[src/rtl/transfer_sequencer.sv]
`default_nettype none
// ============================================================================
// Module   : transfer_sequencer
// Brief    : Sequences one receive-then-drain transfer: flush FIFO, collect
//            bytes from the receiver, deliver them to the output, and finish
//            in DONE or ERROR with a latched cause code.
// Revision : 1.0 - initial release
// ============================================================================
module transfer_sequencer #(
  parameter logic [11:0] TIMEOUT_CYCLES = 12'd4000,
  parameter int          CNT_W          = 10
) (
  input  logic             clk,
  input  logic             reset,
  input  logic             start,
  input  logic             fifo_we,
  input  logic             com_finish,
  input  logic [3:0]       com_error,
  input  logic [7:0]       crc_in,
  input  logic             fifo_empty,
  input  logic             fifo_full,
  input  logic             out_done,
  output logic             com_enable,
  output logic             out_enable,
  output logic             fifo_flush,
  output logic             busy,
  output logic             done,
  output logic [2:0]       state_code,
  output logic [CNT_W-1:0] rx_count,
  output logic [CNT_W-1:0] tx_count,
  output logic [3:0]       err_code,
  output logic [7:0]       crc_latched
);

  typedef enum logic [2:0] {
    IDLE  = 3'd0,
    FLUSH = 3'd1,
    RECV  = 3'd2,
    DRAIN = 3'd3,
    DONE  = 3'd4,
    ERROR = 3'd5
  } state_t;

  localparam logic [CNT_W-1:0] CNT_MAX     = {CNT_W{1'b1}};
  localparam logic [3:0]       ERR_FULL    = 4'hE;
  localparam logic [3:0]       ERR_UNDER   = 4'hD;
  localparam logic [3:0]       ERR_TIMEOUT = 4'hF;

  state_t           state_q, state_d;
  logic [CNT_W-1:0] rx_q, rx_d, tx_q, tx_d;
  logic [CNT_W-1:0] rx_inc, tx_inc;
  logic [11:0]      wd_q, wd_d;
  logic [3:0]       err_q, err_d;
  logic [7:0]       crc_q, crc_d;
  logic             wd_expired;
  logic             com_enable_q, out_enable_q, fifo_flush_q, busy_q, done_q;

  // Next-state and datapath decisions for the whole sequencer
  always_comb begin
    state_d    = state_q;
    rx_d       = rx_q;
    tx_d       = tx_q;
    wd_d       = wd_q;
    err_d      = err_q;
    crc_d      = crc_q;
    rx_inc     = (rx_q == CNT_MAX) ? rx_q : rx_q + 1'b1;
    tx_inc     = (tx_q == CNT_MAX) ? tx_q : tx_q + 1'b1;
    wd_expired = (wd_q == TIMEOUT_CYCLES - 12'd1);

    case (state_q)
      IDLE, DONE, ERROR: begin
        if (start) begin
          state_d = FLUSH;
          rx_d    = '0;
          tx_d    = '0;
          err_d   = 4'h0;
        end
      end
      FLUSH: state_d = RECV;
      RECV: begin
        // A write into a full FIFO loses data, so it outranks frame completion
        if (fifo_we && fifo_full) begin
          state_d = ERROR;
          err_d   = ERR_FULL;
        end else begin
          if (fifo_we) rx_d = rx_inc;
          if (com_finish) begin
            if (com_error != 4'h0) begin
              state_d = ERROR;
              err_d   = com_error;
            end else begin
              state_d = DRAIN;
              crc_d   = crc_in;
            end
          end else if (fifo_we) begin
            wd_d = '0;
          end else if (wd_expired) begin
            state_d = ERROR;
            err_d   = ERR_TIMEOUT;
          end else begin
            wd_d = wd_q + 12'd1;
          end
        end
      end
      DRAIN: begin
        // An acknowledge beyond the received count means the output over-read
        if (out_done && (tx_q == rx_q)) begin
          state_d = ERROR;
          err_d   = ERR_UNDER;
        end else begin
          if (out_done) tx_d = tx_inc;
          if ((tx_d == rx_q) && fifo_empty) begin
            state_d = DONE;
          end else if (out_done) begin
            wd_d = '0;
          end else if (wd_expired) begin
            state_d = ERROR;
            err_d   = ERR_TIMEOUT;
          end else begin
            wd_d = wd_q + 12'd1;
          end
        end
      end
      default: state_d = IDLE;
    endcase

    // Every state change restarts the watchdog
    if (state_d != state_q) wd_d = '0;
  end

  // State, counters and registered outputs (outputs decoded from next state)
  always_ff @(posedge clk) begin
    if (reset) begin
      state_q      <= IDLE;
      rx_q         <= '0;
      tx_q         <= '0;
      wd_q         <= '0;
      err_q        <= 4'h0;
      crc_q        <= 8'h00;
      com_enable_q <= 1'b0;
      out_enable_q <= 1'b0;
      fifo_flush_q <= 1'b0;
      busy_q       <= 1'b0;
      done_q       <= 1'b0;
    end else begin
      state_q      <= state_d;
      rx_q         <= rx_d;
      tx_q         <= tx_d;
      wd_q         <= wd_d;
      err_q        <= err_d;
      crc_q        <= crc_d;
      com_enable_q <= (state_d == RECV);
      out_enable_q <= (state_d == DRAIN);
      fifo_flush_q <= (state_d == FLUSH);
      busy_q       <= (state_d == FLUSH) || (state_d == RECV) || (state_d == DRAIN);
      done_q       <= (state_d == DONE);
    end
  end

  assign com_enable  = com_enable_q;
  assign out_enable  = out_enable_q;
  assign fifo_flush  = fifo_flush_q;
  assign busy        = busy_q;
  assign done        = done_q;
  assign state_code  = state_q;
  assign rx_count    = rx_q;
  assign tx_count    = tx_q;
  assign err_code    = err_q;
  assign crc_latched = crc_q;

endmodule
`default_nettype wire

[config.mk]
export PLATFORM = sky130hd
export DESIGN_NAME = transfer_sequencer
export DESIGN_NICKNAME = d
export VERILOG_FILES = /design/src/rtl/transfer_sequencer.sv
export SDC_FILE = /design/constraint.sdc
export NUM_CORES = 1
export LEC_CHECK = 0
export ABC_AREA = 1
export ABC_CLOCK_PERIOD_IN_PS = 2800
export BUFFER_PORTS_ARGS = -buffer_cell sky130_fd_sc_hd__buf_2
export CORE_UTILIZATION = 45
export CTS_CLUSTER_SIZE = 10
export DETAILED_ROUTE_END_ITERATION = 7
export PLACE_DENSITY = 0.64
export SLEW_MARGIN = 20
export SYNTH_ARGS = -nofsm -noshare
export SYNTH_HDL_FRONTEND = slang
export SYNTH_SLANG_ARGS = --single-unit
[constraint.sdc]
create_clock -name clk -period 2.8 [get_ports clk]
set_input_delay 0.28 -clock clk [delete_from_list [all_inputs] [get_ports clk]]
set_output_delay 0.28 -clock clk [all_outputs]
set_load 0.05 [all_outputs]
Word-level counts from Yosys, hierarchy flattened
Index checks and enable logic that the tools add are counted.

$add $sub $neg: 3. Eq/ne operators: 26. Mux-type cells: 39. Bitwise gates (word level): 2. Reductions and logical operators: 18.

Operator list (count): $mux W10 (9); $mux W12 (7); $pmux W10 S2 (2); $mux W4 (9); $mux W3 (9); $pmux W12 S2 (1); $add A10 B1 Y10 const B (2); $eq A10 B10 Y1 (2); $eq A10 B10 Y1 const B (2); $ne A2 B2 Y1 const B (7); $add A12 B1 Y12 const B (1); $eq A12 B12 Y1 const B (1); $eq A3 B2 Y1 const B (4); $pmux W3 S4 (1); $pmux W4 S3 (1); $reduce_and A5 Y1 (2); $eq A3 B3 Y1 const B (3); $ne A4 B4 Y1 const B (2); $eq A3 B1 Y1 const B (2); $ne A3 B3 Y1 const B (2); $reduce_and A6 Y1 (1); $reduce_bool A2 Y1 (3); $reduce_and A4 Y1 (1); $reduce_bool A4 Y1 (1); 9 further kinds (13).

Flip-flop bits (word level): 52. Bits of input ports: 20. Output and inout bits: 40. Logic and storage cells: 99.

Logic depth before layout (Yosys ltp)
Word-level depth: 13. Gate-level depth with buffers: 20. Depth with buffers taken out: 18.

Worst setup path after synthesis
No wires, ideal clock.

Path kind: register to register. Start: reg tx_q[0] (netlist: tx_count[0]). End: reg wd_q[2]. Setup time: 119 ps. Data arrival time: 2552 ps. Required time: 2681 ps. Slack: 129 ps. Stages on the path, launching flop included: 17. Path buffers: 2. Period minus slack after synthesis: 2671 ps. Path through: dfxtp_1 > ha_1 > nand2_1 > nor2_4 > nand2_2 > buf_6 > nand2_2 > nand2_2 > nand3_1 > nand2_1 > nor2_1 > nand3_2 > o21bai_1 > nand3_1 > nand3_1 > buf_4 > nor3_2.

Longest elaborated chain between the ends: 12. Elaborated cells on any way between the ends: 18. Classes of those cells: 1 x add/sub; 6 x eq/ne; 7 x mux; 4 x reduce/logical.

RTL lines: start: declaration (line 50) `logic [CNT_W-1:0] rx_q, rx_d, tx_q, tx_d;`; start signal: assignment (line 148) `tx_q <= tx_d;`; $add A10 B1 Y10 or $eq A10 B10 Y1 (tied branches) (line 67) `tx_inc = (tx_q == CNT_MAX) ? tx_q : tx_q + 1'b1;`; $mux W10 (line 67); $mux W10 (line 111) `if (out_done) tx_d = tx_inc;`; $mux W10 (line 107) `if (out_done && (tx_q == rx_q)) begin`; $mux W10 (line 70) `case (state_q)`; $eq A10 B10 Y1 (line 112) `if ((tx_d == rx_q) && fifo_empty) begin`; $logic_and A1 B1 Y1 (line 112); $mux W3 (line 112); $mux W3 (line 107); $pmux W3 S4 (line 70); $ne A3 B3 Y1 (line 128) `if (state_d != state_q) wd_d = '0;`; $reduce_or A2 Y1 (no line); end signal: assignment (line 149) `wd_q <= wd_d;`; end: declaration (line 52) `logic [11:0] wd_q, wd_d;`.

Several ways; a longest one is shown, not always the timed one. The select of a mux whose other input is x is not followed. A chain may end at the register's enable or synchronous reset.

Worst setup path after layout
Start: reg tx_q[1] (netlist: tx_count[1]). End: reg wd_q[0].

The elaborated chain is that of the path after synthesis.

==> impl_metrics.json <==
{
  "run_status": "finished, final reports clean",
  "worstMarginPinSlew_ns": 0.402,
  "n_antenna_cell": 0,
  "cts_buffers": 5,
  "drt_iter0_markers": 220,
  "p_sw_share_pct": 37.6,
  "placed_area_um2": 4040,
  "routedWlPerCell_um": 14.0,
  "htree_levels": 2,
  "grt_pass1_vias": 3482,
  "arrival_ns": 2.72,
  "vias_per_cell": 5.28,
  "worst_ep_required_time_ns": 3.05,
  "clock_path_buffers": 2,
  "fin_crit_sh_pct": 88.3,
  "post_cts_buffers": 0,
  "hold_path.startpoint": "crc_in[7]",
  "dieArea_um2": 8330,
  "io_pins": 60,
  "nets": 667,
  "fp.dieW_um": 91.3,
  "syn_nets": 599,
  "power_frac_comb_pct": 28.5,
  "ir_drop_mv": 0.329,
  "wl_mm": 10.5,
  "synth_adder_area_share_pct": 1.05,
  "final_common_cell": "nand2_1",
  "grt_overflow": 0,
  "placementRows": 32,
  "hold_viol": 0,
  "synth_mux_area_share_pct": 0,
  "cp-startpoint": "tx_count[1]",
  "root_buffer": "clkbuf_8",
  "vias": 3944,
  "rsz0062_at_grt": "false",
  "crit_path_start_kind": "flop",
  "cts_tree": "built",
  "p_per_area_nw_per_um2": 460,
  "path_cells": "ha_1 > nand2_1 > nor2_4 > nand2_4 > nand2_2 > nand2_1 > nand3_1 > nand2_1 > nor2_1 > nand3_2 > o21ai_2 > nand2_1 > nand2_2 > nand3_4 > nor3_1",
  "mostFrequentLayoutCells": "nand2_1, nor2_1, inv_1",
  "routabilityCongestion": 0.888,
  "synth_top_area_share_pct": 29.0,
  "maxSlewViolCount": 0,
  "synth_compound_area_share_pct": 10.1,
  "grt_pass1_wl_mm": 16.5,
  "p_clk_share_pct": 29.8,
  "die_h_um": 91.3,
  "seq_power_share_pct": 41.8,
  "synth_top_family_by_area": "simple AND/OR/NAND/NOR gates",
  "core_area_um2": 7730,
  "min_path_type": "in2reg",
  "syn_area_per_cell_um2": 6.22,
  "finalCriticalPeriod_ns": 2.47,
  "cts_sinks": 52,
  "initial_core_util_pct": 46.4,
  "grt.total_usage_pct": 24.6,
  "synth.distinct_cells": 40,
  "slowest_stage": "dfxtp_1",
  "ys_warn_count": 0,
  "slew_headroom_pct": 73.2,
  "fin_skew_ns": 0.0144,
  "clkLatencyLatePin_ns": 0.32,
  "syn_inst": 576,
  "grt_max_degree": 19,
  "cts_resized": 0,
  "fin_total_pwr_mw": 1.93,
  "netlist_top_cells_area": "dfxtp_1, nand2_1, nor2_1, nand3_1, inv_1",
  "ys_ff_latch": 52,
  "cap_violations": 0,
  "clock.fmax_mhz": 404,
  "drive_above_1_share_pct": 20.5,
  "synth-xor-area-share_pct": 4.40,
  "syn_area_um2": 3580,
  "path_clk_slew_ns": 0.11,
  "path_common_cell": "nand2_1",
  "path_class": "reg2reg",
  "portBuffers": 59,
  "r2r-start": "tx_count[1]",
  "ys_seq_area_share_pct": 29.0,
  "internal-power_mw": 1.20,
  "postRouteAntennaNets": 0,
  "endpoint_kind": "flop",
  "synthSimpleGateAreaFrac_pct": 44.8,
  "setup_viol": 0,
  "cp_max_fo": 11,
  "holdBufCountCts": 0,
  "syn_to_final_growth_pct": 17.2,
  "dp_hpwl_mm": 7.76,
  "antenna_found_initial": 0,
  "first_pass_iters": 5,
  "synth_largest_area_cell": "dfxtp_1",
  "leakage_nw": 1.96,
  "p_sw_mw": 0.727,
  "drc_errors": 0,
  "design_area_um2": 4200,
  "finalSetupTns_ns": 0,
  "max_stage_delay_ns": 0.36
}
## power by group through the flow
stage / clock (mW) / combinational (mW) / sequential [mW]
final: 0.575 / 0.550 / 0.807
after global routing: 0.604 / 0.605 / 0.811
after CTS: 0.587 / 0.519 / 0.806
after detailed placement: 0 / 0.517 / 0.822
after global placement: 0 / 0.515 / 0.822
after floorplan: 0 / 0.301 / 0.918
## stage by stage
stage | worst slack (ns) | util (%) | cells | hold WS [ns]
global route | 0.0170 | 54.4 | 747 | 0.201
floorplan | 0.129 | - | 576 | 0.415
global placement | 0.105 | 52.3 | 738 | 0.483
detailed placement | 0.0373 | 52.3 | 738 | 0.497
CTS | 0.0364 | 53.8 | 746 | 0.180
finish | 0.327 | 54.4 | 747 | 0.184
## path summary, 6_finish.rpt
| check | endpoint | slack [ns] | depth (start not counted) |
|---|---|---|---|
| setup / recovery | wd_q[0] | 0.33 | 15 |
| hold / removal | crc_latched[7] | 0.18 | 3 |
| hold reg to reg | rx_count[4] | 0.51 | 2 |
| setup reg to reg | wd_q[0] | 0.33 | 15 |
## cells in the mapped netlist (all sizes together)
master / number
nand2: 159
nor2: 82
inv: 77
nand3: 61
dfxtp: 52
nor3: 27
o21ai: 27
a21oi: 23
xor2: 12
buf: 10
nand4: 10
xnor2: 6
clkbuf: 5
a31oi: 4
ha: 3
nor4: 3
a211oi: 2
nand3b: 2
nor3b: 2
o31ai: 2
a221oi: 1
a2bb2oi: 1
clkinv: 1
o21bai: 1
o221ai: 1
o311ai: 1
o32ai: 1
## worst max-delay path, delay by kind of cell, from the launching register on
| family | cells | cell delay, ns |
|---|---|---|
| adder cells (fa/ha/maj) | 1 | 0.19 |
| flip-flops | 1 | 0.36 |
| AND/OR/NAND/NOR | 13 | 1.69 |
| AO/OA/AOI/OAI | 1 | 0.16 |
## registers in the layout (all words and copies together), names as in the netlist
register and cells:
rx_count 10, done 1, tx_count 10, err_code 4
wd_q 12, fifo_flush 1, out_enable 1, state_code 3
busy 1, crc_latched 8, com_enable 1
## cells by family (layout without fill, tap and decap cells)
group | count (synthesis) | after routing
flip-flops | 52 | 52
buffers and inverters | 93 | 161
adder cells (fa/ha/maj) | 3 | 3
XOR/XNOR | 18 | 18
AO/OA/AOI/OAI | 64 | 64
AND/OR/NAND/NOR | 346 | 347
## metal layers
metal  vias up  GRT usage [%]  part of all wire [%]
li1       1992              -                     -
met1      1817           35.2                    48
met2       125           40.2                    45
met3        10           2.76                   5.9
met4         0           3.97                  0.72
met5         -              0                     0
## area by class of cell
class	count	area (um^2)
flip-flops and latches	52	1040
inverters	78	293
multi-input cells	432	2200
clock buffers	6	82.6
fillers	831	3530
well taps	102	128
repair buffers	75	415
clock inverters	2	38.8
Note: power is estimated with default switching activity, not from simulation.
